File: config.mk
export PLATFORM = sky130hd
export DESIGN_NAME = pipelined_barrel_shifter_flat
export DESIGN_NICKNAME = d
export VERILOG_FILES = /design/src/rtl/pipelined_barrel_shifter_if.sv /design/src/rtl/pipelined_barrel_shifter.sv /design/src/flat_wrapper.sv
export SDC_FILE = /design/constraint.sdc
export NUM_CORES = 1
export LEC_CHECK = 0
export CORE_UTILIZATION = 52
export DETAILED_ROUTE_END_ITERATION = 7
export GPL_ROUTABILITY_DRIVEN = 0
export GPL_TIMING_DRIVEN = 0
export PLACE_DENSITY = 0.76
export RECOVER_POWER = 100
export SYNTH_ARGS = -nofsm -noshare
export SYNTH_HDL_FRONTEND = slang
export SYNTH_SLANG_ARGS = --single-unit
File: constraint.sdc
create_clock -name CLK -period 1.7 [get_ports CLK]
set_clock_uncertainty 0.15 [all_clocks]
set_input_delay 0.17 -clock CLK [delete_from_list [all_inputs] [get_ports CLK]]
set_output_delay 0.17 -clock CLK [all_outputs]
set_load 0.01 [all_outputs]
File: src/rtl/pipelined_barrel_shifter_if.sv
// Request/response bundle for pipelined_barrel_shifter.
// out_zero exists only when SHIFTER_ZERO_FLAG_EN is defined.
interface pipelined_barrel_shifter_if #(
  parameter int WIDTH = 32,
  parameter int AMT_W = 32
);
  logic             in_valid;
  logic             in_ready;
  logic [WIDTH-1:0] in_operand;
  logic [AMT_W-1:0] in_shift;
  logic [2:0]       in_op;
  logic             out_valid;
  logic             out_ready;
  logic [WIDTH-1:0] out_result;
`ifdef SHIFTER_ZERO_FLAG_EN
  logic             out_zero;

  modport master (
    output in_valid, in_operand, in_shift, in_op, out_ready,
    input  in_ready, out_valid, out_result, out_zero
  );
  modport slave (
    input  in_valid, in_operand, in_shift, in_op, out_ready,
    output in_ready, out_valid, out_result, out_zero
  );
`else
  modport master (
    output in_valid, in_operand, in_shift, in_op, out_ready,
    input  in_ready, out_valid, out_result
  );
  modport slave (
    input  in_valid, in_operand, in_shift, in_op, out_ready,
    output in_ready, out_valid, out_result
  );
`endif
endinterface

File: src/rtl/pipelined_barrel_shifter.sv
// Pipelined multi-mode barrel shifter: one power-of-two mux level per registered stage.
// Optional SHIFTER_ZERO_FLAG_EN adds a registered out_zero flag alongside out_result.

// One mux level: shift/rotate by DIST when this stage's amount bit is set.
module pbs_stage #(
  parameter int WIDTH = 32,
  parameter int DIST  = 1
) (
  input  logic [WIDTH-1:0] d_i,
  input  logic             en_i,
  input  logic [2:0]       op_i,
  input  logic             sgn_i,
  output logic [WIDTH-1:0] d_o
);
  localparam logic [WIDTH-1:0] ONES    = '1;
  localparam logic [WIDTH-1:0] HI_MASK = ~(ONES >> DIST);

  always_comb begin
    d_o = d_i;
    if (en_i) begin
      case (op_i)
        3'd0:    d_o = d_i << DIST;
        3'd1:    d_o = d_i >> DIST;
        3'd2:    d_o = (d_i >> DIST) | (sgn_i ? HI_MASK : '0);
        3'd3:    d_o = (d_i << DIST) | (d_i >> (WIDTH - DIST));
        3'd4:    d_o = (d_i >> DIST) | (d_i << (WIDTH - DIST));
        default: d_o = d_i;
      endcase
    end
  end
endmodule

module pipelined_barrel_shifter #(
  parameter int WIDTH   = 32,
  parameter int SHAMT_W = $clog2(WIDTH),
  parameter int AMT_W   = 32
) (
  input  logic CLK,
  input  logic RST,
  pipelined_barrel_shifter_if.slave bus
);
  localparam int STAGES = SHAMT_W;
  localparam logic [2:0] OP_SLL = 3'd0;
  localparam logic [2:0] OP_SRL = 3'd1;
  localparam logic [2:0] OP_SRA = 3'd2;

  if (WIDTH < 4 || (WIDTH & (WIDTH - 1)) != 0 || AMT_W < SHAMT_W) begin : g_bad_cfg
    $error("pipelined_barrel_shifter: illegal WIDTH/AMT_W configuration");
  end

  logic                              advance;
  logic in_ovf;
  logic [STAGES:0]                   vld_pipe;
  logic [STAGES:0][WIDTH-1:0]        dat_pipe;
  logic [STAGES-1:0][2:0]            op_pipe;
  logic [STAGES-1:0][SHAMT_W-1:0]    amt_pipe;
  logic [STAGES-1:0]                 ovf_pipe;
  logic [STAGES-1:0]                 sgn_pipe;
  logic [STAGES-1:0][WIDTH-1:0]      shf;

  // Whole pipeline moves as one; a stalled output freezes every stage.
  assign advance      = !vld_pipe[STAGES] || bus.out_ready;
  assign bus.in_ready = advance;

  if (AMT_W > SHAMT_W) begin : g_ovf
    assign in_ovf = |bus.in_shift[AMT_W-1:SHAMT_W];
  end else begin : g_no_ovf
    assign in_ovf = 1'b0;
  end

  assign vld_pipe[0] = bus.in_valid && advance;
  assign dat_pipe[0] = bus.in_operand;
  assign op_pipe[0]  = bus.in_op;
  assign amt_pipe[0] = bus.in_shift[SHAMT_W-1:0];
  assign ovf_pipe[0] = in_ovf;
  assign sgn_pipe[0] = bus.in_operand[WIDTH-1];

`ifdef SHIFTER_ZERO_FLAG_EN
  logic zero_last;
`endif

  for (genvar k = 0; k < STAGES; k++) begin : g_stage
    pbs_stage #(.WIDTH(WIDTH), .DIST(1 << k)) u_stage (
      .d_i   (dat_pipe[k]),
      .en_i  (amt_pipe[k][0]),
      .op_i  (op_pipe[k]),
      .sgn_i (sgn_pipe[k]),
      .d_o   (shf[k])
    );

    if (k < STAGES - 1) begin : g_mid
      logic               v_q;
      logic [WIDTH-1:0]   d_q;
      logic [2:0]         o_q;
      logic [SHAMT_W-1:0] a_q;
      logic               f_q;
      logic               s_q;

      always_ff @(posedge CLK or negedge RST) begin
        if (!RST) begin
          v_q <= 1'b0;
          d_q <= '0;
          o_q <= '0;
          a_q <= '0;
          f_q <= 1'b0;
          s_q <= 1'b0;
        end else if (advance) begin
          v_q <= vld_pipe[k];
          d_q <= shf[k];
          o_q <= op_pipe[k];
          a_q <= amt_pipe[k] >> 1;  // next stage consumes bit 0
          f_q <= ovf_pipe[k];
          s_q <= sgn_pipe[k];
        end
      end

      assign vld_pipe[k+1] = v_q;
      assign dat_pipe[k+1] = d_q;
      assign op_pipe[k+1]  = o_q;
      assign amt_pipe[k+1] = a_q;
      assign ovf_pipe[k+1] = f_q;
      assign sgn_pipe[k+1] = s_q;
    end else begin : g_last
      logic [WIDTH-1:0] fin;
      logic             v_q;
      logic [WIDTH-1:0] d_q;

      // Out-of-range amounts saturate plain shifts; rotates stay modulo WIDTH.
      always_comb begin
        fin = shf[k];
        if (ovf_pipe[k]) begin
          case (op_pipe[k])
            OP_SLL, OP_SRL: fin = '0;
            OP_SRA:         fin = {WIDTH{sgn_pipe[k]}};
            default:        fin = shf[k];
          endcase
        end
      end

      always_ff @(posedge CLK or negedge RST) begin
        if (!RST) begin
          v_q <= 1'b0;
          d_q <= '0;
        end else if (advance) begin
          v_q <= vld_pipe[k];
          d_q <= fin;
        end
      end

      assign vld_pipe[k+1] = v_q;
      assign dat_pipe[k+1] = d_q;

`ifdef SHIFTER_ZERO_FLAG_EN
      logic z_q;
      always_ff @(posedge CLK or negedge RST) begin
        if (!RST)         z_q <= 1'b0;
        else if (advance) z_q <= (fin == '0);
      end
      assign zero_last = z_q;
`endif
    end
  end

  assign bus.out_valid  = vld_pipe[STAGES];
  assign bus.out_result = dat_pipe[STAGES];
`ifdef SHIFTER_ZERO_FLAG_EN
  assign bus.out_zero   = zero_last;
`endif
endmodule

File: src/flat_wrapper.sv
// flat-port wrapper written by rule: the top's interface ports become plain ports
module pipelined_barrel_shifter_flat 
#(
  parameter int WIDTH   = 32,
  parameter int SHAMT_W = $clog2(WIDTH),
  parameter int AMT_W   = 32
)
  (CLK, RST, bus_in_valid, bus_in_operand, bus_in_shift, bus_in_op, bus_out_ready, bus_in_ready, bus_out_valid, bus_out_result);
  pipelined_barrel_shifter_if #(.WIDTH(WIDTH), .AMT_W(AMT_W)) bus_i ();
  input  logic CLK;
  input  logic RST;
  input wire logic [$bits(bus_i.in_valid)-1:0] bus_in_valid;
  input wire logic [$bits(bus_i.in_operand)-1:0] bus_in_operand;
  input wire logic [$bits(bus_i.in_shift)-1:0] bus_in_shift;
  input wire logic [$bits(bus_i.in_op)-1:0] bus_in_op;
  input wire logic [$bits(bus_i.out_ready)-1:0] bus_out_ready;
  output wire logic [$bits(bus_i.in_ready)-1:0] bus_in_ready;
  output wire logic [$bits(bus_i.out_valid)-1:0] bus_out_valid;
  output wire logic [$bits(bus_i.out_result)-1:0] bus_out_result;
  assign bus_i.in_valid = bus_in_valid;
  assign bus_i.in_operand = bus_in_operand;
  assign bus_i.in_shift = bus_in_shift;
  assign bus_i.in_op = bus_in_op;
  assign bus_i.out_ready = bus_out_ready;
  assign bus_in_ready = bus_i.in_ready;
  assign bus_out_valid = bus_i.out_valid;
  assign bus_out_result = bus_i.out_result;
  pipelined_barrel_shifter #(.WIDTH(WIDTH), .SHAMT_W(SHAMT_W), .AMT_W(AMT_W)) u_core (.CLK(CLK), .RST(RST), .bus(bus_i));
endmodule
-- Word level (Yosys, flattened, before mapping)
Cells that the tools add are included.
- register bits after elaboration: 195
- output and inout bits: 34
- equality and inequality tests: 20
- multiplexer cells: 17
- bitwise gates (word level): 14
- reduce and logical (&&, ||, !) cells: 11
- operator list (operator ; number):
    case mux 32 bit (5 select lines) ; 4
    2-to-1 mux 32 bit ; 11
    case mux 32 bit (4 select lines) ; 1
    bitwise OR 16 x 32 -> 32 bit ; 2
    bitwise OR 24 x 32 -> 32 bit ; 2
    bitwise OR 28 x 32 -> 32 bit ; 2
    bitwise OR 30 x 32 -> 32 bit ; 2
    bitwise OR 31 x 32 -> 32 bit ; 2
    case mux 32 bit (2 select lines) ; 1
    bitwise OR 32 x 1 -> 32 bit ; 1
    bitwise OR 32 x 2 -> 32 bit ; 1
    bitwise OR 32 x 4 -> 32 bit ; 1
    bitwise OR 32 x 8 -> 32 bit ; 1
    equality test 3 x 2 -> 1 bit (second input constant) ; 10
    OR reduction 27 bit ; 1
    equality test 3 x 1 -> 1 bit (second input constant) ; 5
    equality test 3 bit (second input constant) ; 5
    logical NOT 3 bit ; 5
    OR reduction 2 bit ; 2
    logical AND 1 bit ; 1
    logical NOT 1 bit ; 1
    logical OR 1 bit ; 1

-- Depth between registers and ports, before layout
Gate-level depths: netlist of the first run.
- word-level depth: 6
- depth in mapped cells: 7
- gate-level depth less buffers: 5

-- By module
Synthesis of the first run repeated with hierarchy kept, for this count alone.
- cell total of the unflattened synthesis: 1237
- area, all modules: 12897.4 um2
- modules (own cells, without submodules) (module ; times used ; cells each ; area each (um2)):
    pipelined_barrel_shifter ; 1 ; 499 ; 7803.7
    pbs_stage at u_core.g_stage[0].u_stage ; 1 ; 171 ; 1119.8
    pbs_stage at u_core.g_stage[3].u_stage ; 1 ; 161 ; 1109.8
    pbs_stage at u_core.g_stage[2].u_stage ; 1 ; 163 ; 1097.3
    pbs_stage at u_core.g_stage[1].u_stage ; 1 ; 164 ; 1087.3
    pbs_stage at u_core.g_stage[4].u_stage ; 1 ; 79 ; 679.4

-- Least setup slack after synthesis of the first run
OpenSTA, ideal clock, no wires.
- path kind: reg2reg
- from: register u_core.g_stage[3].g_mid.o_q[1]
- to: register u_core.g_stage[4].g_last.d_q[7], in the netlist u_core.bus.out_result[7]
- data arrival time: 1478 ps
- data required time: 1424 ps
- setup slack: -54 ps
- cell stages (with the launch flop): 6
- period minus slack after synthesis: 1754 ps
- cell sequence: dfrtp_1 > or2_4 > a21o_1 > buf_6 > and3_1 > o32a_1
- longest elaborated chain between the ends: 6
- elaborated cells on any way between the ends: 11
- those cells by class: eq/ne: 4; mux: 4; reduce/logical: 3
- RTL lines (item ; RTL line ; RTL):
    from (decl) ; pipelined_barrel_shifter.sv:94 ; logic [2:0] o_q;
    from (signal assigned) ; pipelined_barrel_shifter.sv:110 ; o_q <= op_pipe[k];
    equality test 3 bit or equality test 3 x 2 -> 1 bit (tied branches) ; pipelined_barrel_shifter.sv:21 ; case (op_i)
    OR reduction 2 bit (no source line) ; - ;
    case mux 32 bit (4 select lines) ; pipelined_barrel_shifter.sv:21 ;
    2-to-1 mux 32 bit ; pipelined_barrel_shifter.sv:20 ; if (en_i) begin
    case mux 32 bit (2 select lines) ; pipelined_barrel_shifter.sv:132 ; case (op_pipe[k])
    2-to-1 mux 32 bit (*) ; pipelined_barrel_shifter.sv:131 ; if (ovf_pipe[k]) begin
    to (signal assigned) ; pipelined_barrel_shifter.sv:146 ; d_q <= fin;
    to (decl) ; pipelined_barrel_shifter.sv:126 ; logic [WIDTH-1:0] d_q;
Mark *: on every way between the ends. The rest lies on a longest branch, timed or not.
A chain may end at the register's enable or synchronous reset.

-- Final worst setup path of the first run
- from: register u_core.g_stage[3].g_mid.o_q[0]
- to: register u_core.g_stage[4].g_last.d_q[5], in the netlist u_core.bus.out_result[5]
Same word-level chain as after synthesis.

==> results by stage, run 1 <==
Status:
- The flow ran to the end, but the final reports show violations.
- The checks that failed: hold timing, setup timing.

Setup path:
- The critical path startpoint category is a flip-flop.
- The nature of the critical path endpoint is a flip-flop.
- Of all nets on the critical path, the largest fanout is 7.
- The family with the most delay on the worst path is compound AO/OA/AOI/OAI gates.
- The arrival time at the worst endpoint is 2.01 ns.
- On the worst path, the slowest cell contributes a delay of 0.43 ns.
- The signal on the critical path passes through or2_4, a21o_4, buf_6, and3_1, o32a_1.
- The critical path in this run is classified as reg -> reg.
- Counting both buffers and inverters, the worst setup path holds a total of 1.
- At the worst endpoint, the required time is 1.87 ns.
- The slowest stage of the critical path belongs to the cell sky130_fd_sc_hd__dfrtp_1.

Clock network:
- The clock insertion delay at the later pin of the skew report is 0.44 ns.
- Clock-pin slew was measured on the worst setup and hold paths at 0.07 ns.
- CTS placed an instance of sky130_fd_sc_hd__clkbuf_16 at the clock tree root.
- The clock sink count is 195.
- Clock tree synthesis inserted a total of 17 buffers.
- TritonCTS built the clock tree.
- The total number of H-tree levels is 4.
- The deepest clock path buffer count is 2.

Cells and area:
- The multi-input combinational cells in the finished layout cover a total of 6402 um2.
- With fillers left out, the area of the finished cells amounts to 14930 um2.
- The layout cell share with drive strength beyond 1 is 25.82%.
- From synthesis to final layout, the design area changed by 36.99%.
- The count of cells in the finished layout, fillers not included, comes to 1673.
- The most common library cell in the layout ignoring fill and taps is sky130_fd_sc_hd__nand2_1.
- Cells fill 73.34% of the core in the end.
- The number of nets in the finished design is 1461.
- Leaving out fill and tap cells, the most frequent cells in the layout are sky130_fd_sc_hd__nand2_1 (233), sky130_fd_sc_hd__dfrtp_1 (187), sky130_fd_sc_hd__o21ai_0 (103), sky130_fd_sc_hd__o21ai_1 (103), sky130_fd_sc_hd__clkdlybuf4s50_1 (87).
- The combined flip-flop and latch cell area is 4890 um2.
- The fill cell total of the finished layout is 1353.

Timing:
- The actual transition at the worst max-transition pin is 0.6722 ns.
- Setup repair after global routing could not meet its margin everywhere.
- Measured against its own limit, the worst slew margin works out to 55.18%.
- The final critical path takes up 108.3% of the cycle.
- Across all setup checks in the final design, the least slack found is -0.1413 ns.
- The total count of hold-check failures in the final report was 1.
- Setup violations remaining at the end of the flow were counted as 78.
- The setup TNS after final layout is -4.480 ns.
- The total count of max-transition violations in the final report is 0.
- Timing would allow up to 0.5431 GHz.
- The clock period minus worst slack is 1.841 ns.
- Across all hold checks on the routed design, the worst slack comes to -0.005249 ns.

Die:
- The number of placement rows is 52.
- The number of top-level pins is 105.
- The height of the die is 146.8 um.
- The core region area is 20360 um2.
- The initial core utilization is 53.53%.
- The floorplan step defined a die boundary enclosing 21550 um2.
- The width of the chip is 146.8 um.

Global route:
- The total congestion overflow after global routing is 0.
- The number of global-route vias before repair is 10340.
- Across every metal layer, demand over resource in global routing totals 33.48%.
- The first-pass GRT wire length is 56390 um.
- The largest net degree at the start of global routing is 120.
- The number of antenna violations at the first check in global routing is 1.

Synthesis:
- Yosys printed 0 warnings.
- After synthesis the netlist holds a flip-flop and latch count of 195.
- The post-synth design cell area is 10900 um2.
- Synthesis produced a netlist with a net count of 1281.
- The average instance in the mapped netlist occupies 9.010 um2.
- The share of synthesized flip-flops with an asynchronous set or reset is 100.0%.
- The cell count after synthesis is 1210.
- The post-synthesis cell type count is 54.
- The count of flip-flops with a built-in enable after synthesis is 0.
- The sequential share of the synthesized area is 44.76%.
- The most frequently used flop master after synthesis is sky130_fd_sc_hd__dfrtp_1.

Route:
- The final wirelength is 39130 um.
- After the first detailed-routing iteration, the DRC count stood at 1486.
- In the routed design, unresolved DRC markers number 0.
- The detailed-router iteration count before antenna repair is 6.
- The number of nets with antenna violations after routing is 0.
- The detailed router placed 11370 vias in this run.
- After detailed routing, the number of vias per cell comes to 6.794.
- The routed length per instance is 23.39 um.

Power:
- The total power per unit cell area is 2213 nW/um2.
- IR analysis of the VDD net gives a maximum drop of 968.1 uV.
- The design draws 33.05 mW.
- Summed over all cells, the static leakage comes to 5.959 nW.

Placed design:
- The total half-perimeter wirelength after legalization and detailed placement is 24190 um.
- The number of placed cells counting well taps is 1584.
- The post-place setup slack is -1.054 ns.
- Once placement finished, the instance area stood at 12310 um2.
- The count of port buffers added during placement is 103.

Flow run:
- The max-capacitance violation count is 0.

Hold path:
- The worst min-delay path category is in -> reg.
==> logic make-up (layout without fill, tap and decap cells) <==
kind of cell | count (synthesis) | in the layout | synth area share (%)
flip-flops | 195 | 195 | 44.76
AND/OR/NAND/NOR | 364 | 364 | 14.73
adder cells (fa/ha/maj) | 6 | 6 | 0.5509
other | 0 | 1 | 0
XOR/XNOR | 3 | 3 | 0.2411
multiplexers | 47 | 47 | 4.683
buffers and inverters | 122 | 314 | 5.096
AO/OA/AOI/OAI | 473 | 473 | 29.94
==> power breakdown <==
| group | internal [mW] | switching [mW] |
|---|---|---|
| Clock | 2.51 | 1.80 |
| Sequential | 6.87 | 3.61 |
| Combinational | 8.86 | 9.39 |
| Total | 18.2 | 14.8 |
==> state kept, by name, indices dropped and copies added, names as in the netlist <==
| register | count |
|---|---|
| u_core.g_stage.g_mid.a_q | 10 |
| u_core.g_stage.g_mid.s_q | 4 |
| u_core.g_stage.g_mid.f_q | 4 |
| u_core.bus.out_result | 32 |
| u_core.g_stage.g_mid.d_q | 128 |
| u_core.g_stage.g_mid.o_q | 12 |
| u_core.g_stage.g_mid.v_q | 4 |
| u_core.bus.out_valid | 1 |
==> path summary, 6_finish.rpt <==
| check | cells past startpoint | slack [ns] | startpoint | end |
|---|---|---|---|---|
| worst max-delay path | 5 | -0.14 | u_core.g_stage[3].g_mid.o_q[0] | u_core.bus.out_result[5] |
| worst min-delay path | 3 | -0.005 | bus_in_op[1] | u_core.g_stage[0].g_mid.o_q[1] |
| worst max register to register | 5 | -0.14 | u_core.g_stage[3].g_mid.o_q[0] | u_core.bus.out_result[5] |
| worst min register to register | 2 | 0.32 | u_core.g_stage[1].g_mid.a_q[2] | u_core.g_stage[1].g_mid.a_q[2] |
| max in group asynchronous | 3 | 0.22 | RST | u_core.g_stage[0].g_mid.d_q[19] |
| min in group asynchronous | 2 | 0.14 | RST | u_core.bus.out_result[3] |
==> synth_stat cells, drive strengths merged (22+ instances only) <==
master	count	area, um2
o22ai	30	187.7
a221oi	82	718.2
o221ai	32	280.3
o21ai	217	1090
nor2	42	157.7
clkbuf	62	234.0
dfrtp	195	4880
o22a	22	192.7
mux2	32	360.4
nand2	240	900.9
buf	57	310.3
==> routing by layer <==
| metal | wire, um | vias to the layer above | share of wire (%) | GRT usage (%) |
|---|---|---|---|---|
| li1 | - | 4922 | - | - |
| met1 | 14640 | 5431 | 37 | 40.92 |
| met2 | 18510 | 772 | 47 | 54.53 |
| met3 | 3283 | 241 | 8.4 | 6.894 |
| met4 | 2691 | 0 | 6.9 | 20.52 |
| met5 | 0 | - | 0 | 0 |
==> timing repair <==
item                                    CTS  global route
buffers inserted                         27            23
endpoints found under the setup margin  196           203
hold buffers                              2             0
hold endpoints to repair                 77             0
resized for setup                       251           223
pin swaps                                26            88
gates cloned                              9             5
==> cell type report <==
cell class / instances / share of cell area, %
sequential: 195 / 32.74
antenna: 1 / 0.01676
multi-input combinational: 893 / 42.87
inverter: 3 / 0.1005
clock buffer: 20 / 2.991
clock inverter: 11 / 1.173
buffer: 110 / 6.108
timing repair buffer: 170 / 11.74
tap: 270 / 2.262
==> worst min-delay path: cells and delay by family <==
kind / cells / cell delay, ns
AO/OA/AOI/OAI: 1 / 0.08
buffers and inverters: 1 / 0.21
AND/OR/NAND/NOR: 1 / 0.09
(Power assumes the default switching activity.)
==> inputs of run 2 (changes only) <==
--- a/config.mk
+++ b/config.mk
@@ -5,6 +5,7 @@
 export SDC_FILE = /design/constraint.sdc
 export NUM_CORES = 1
 export LEC_CHECK = 0
+export ABC_CLOCK_PERIOD_IN_PS = 1700
 export CORE_UTILIZATION = 52
 export DETAILED_ROUTE_END_ITERATION = 7
 export GPL_ROUTABILITY_DRIVEN = 0
==> results of run 2 <==
Final layout, timing and power as in run 1 (identical DEF).
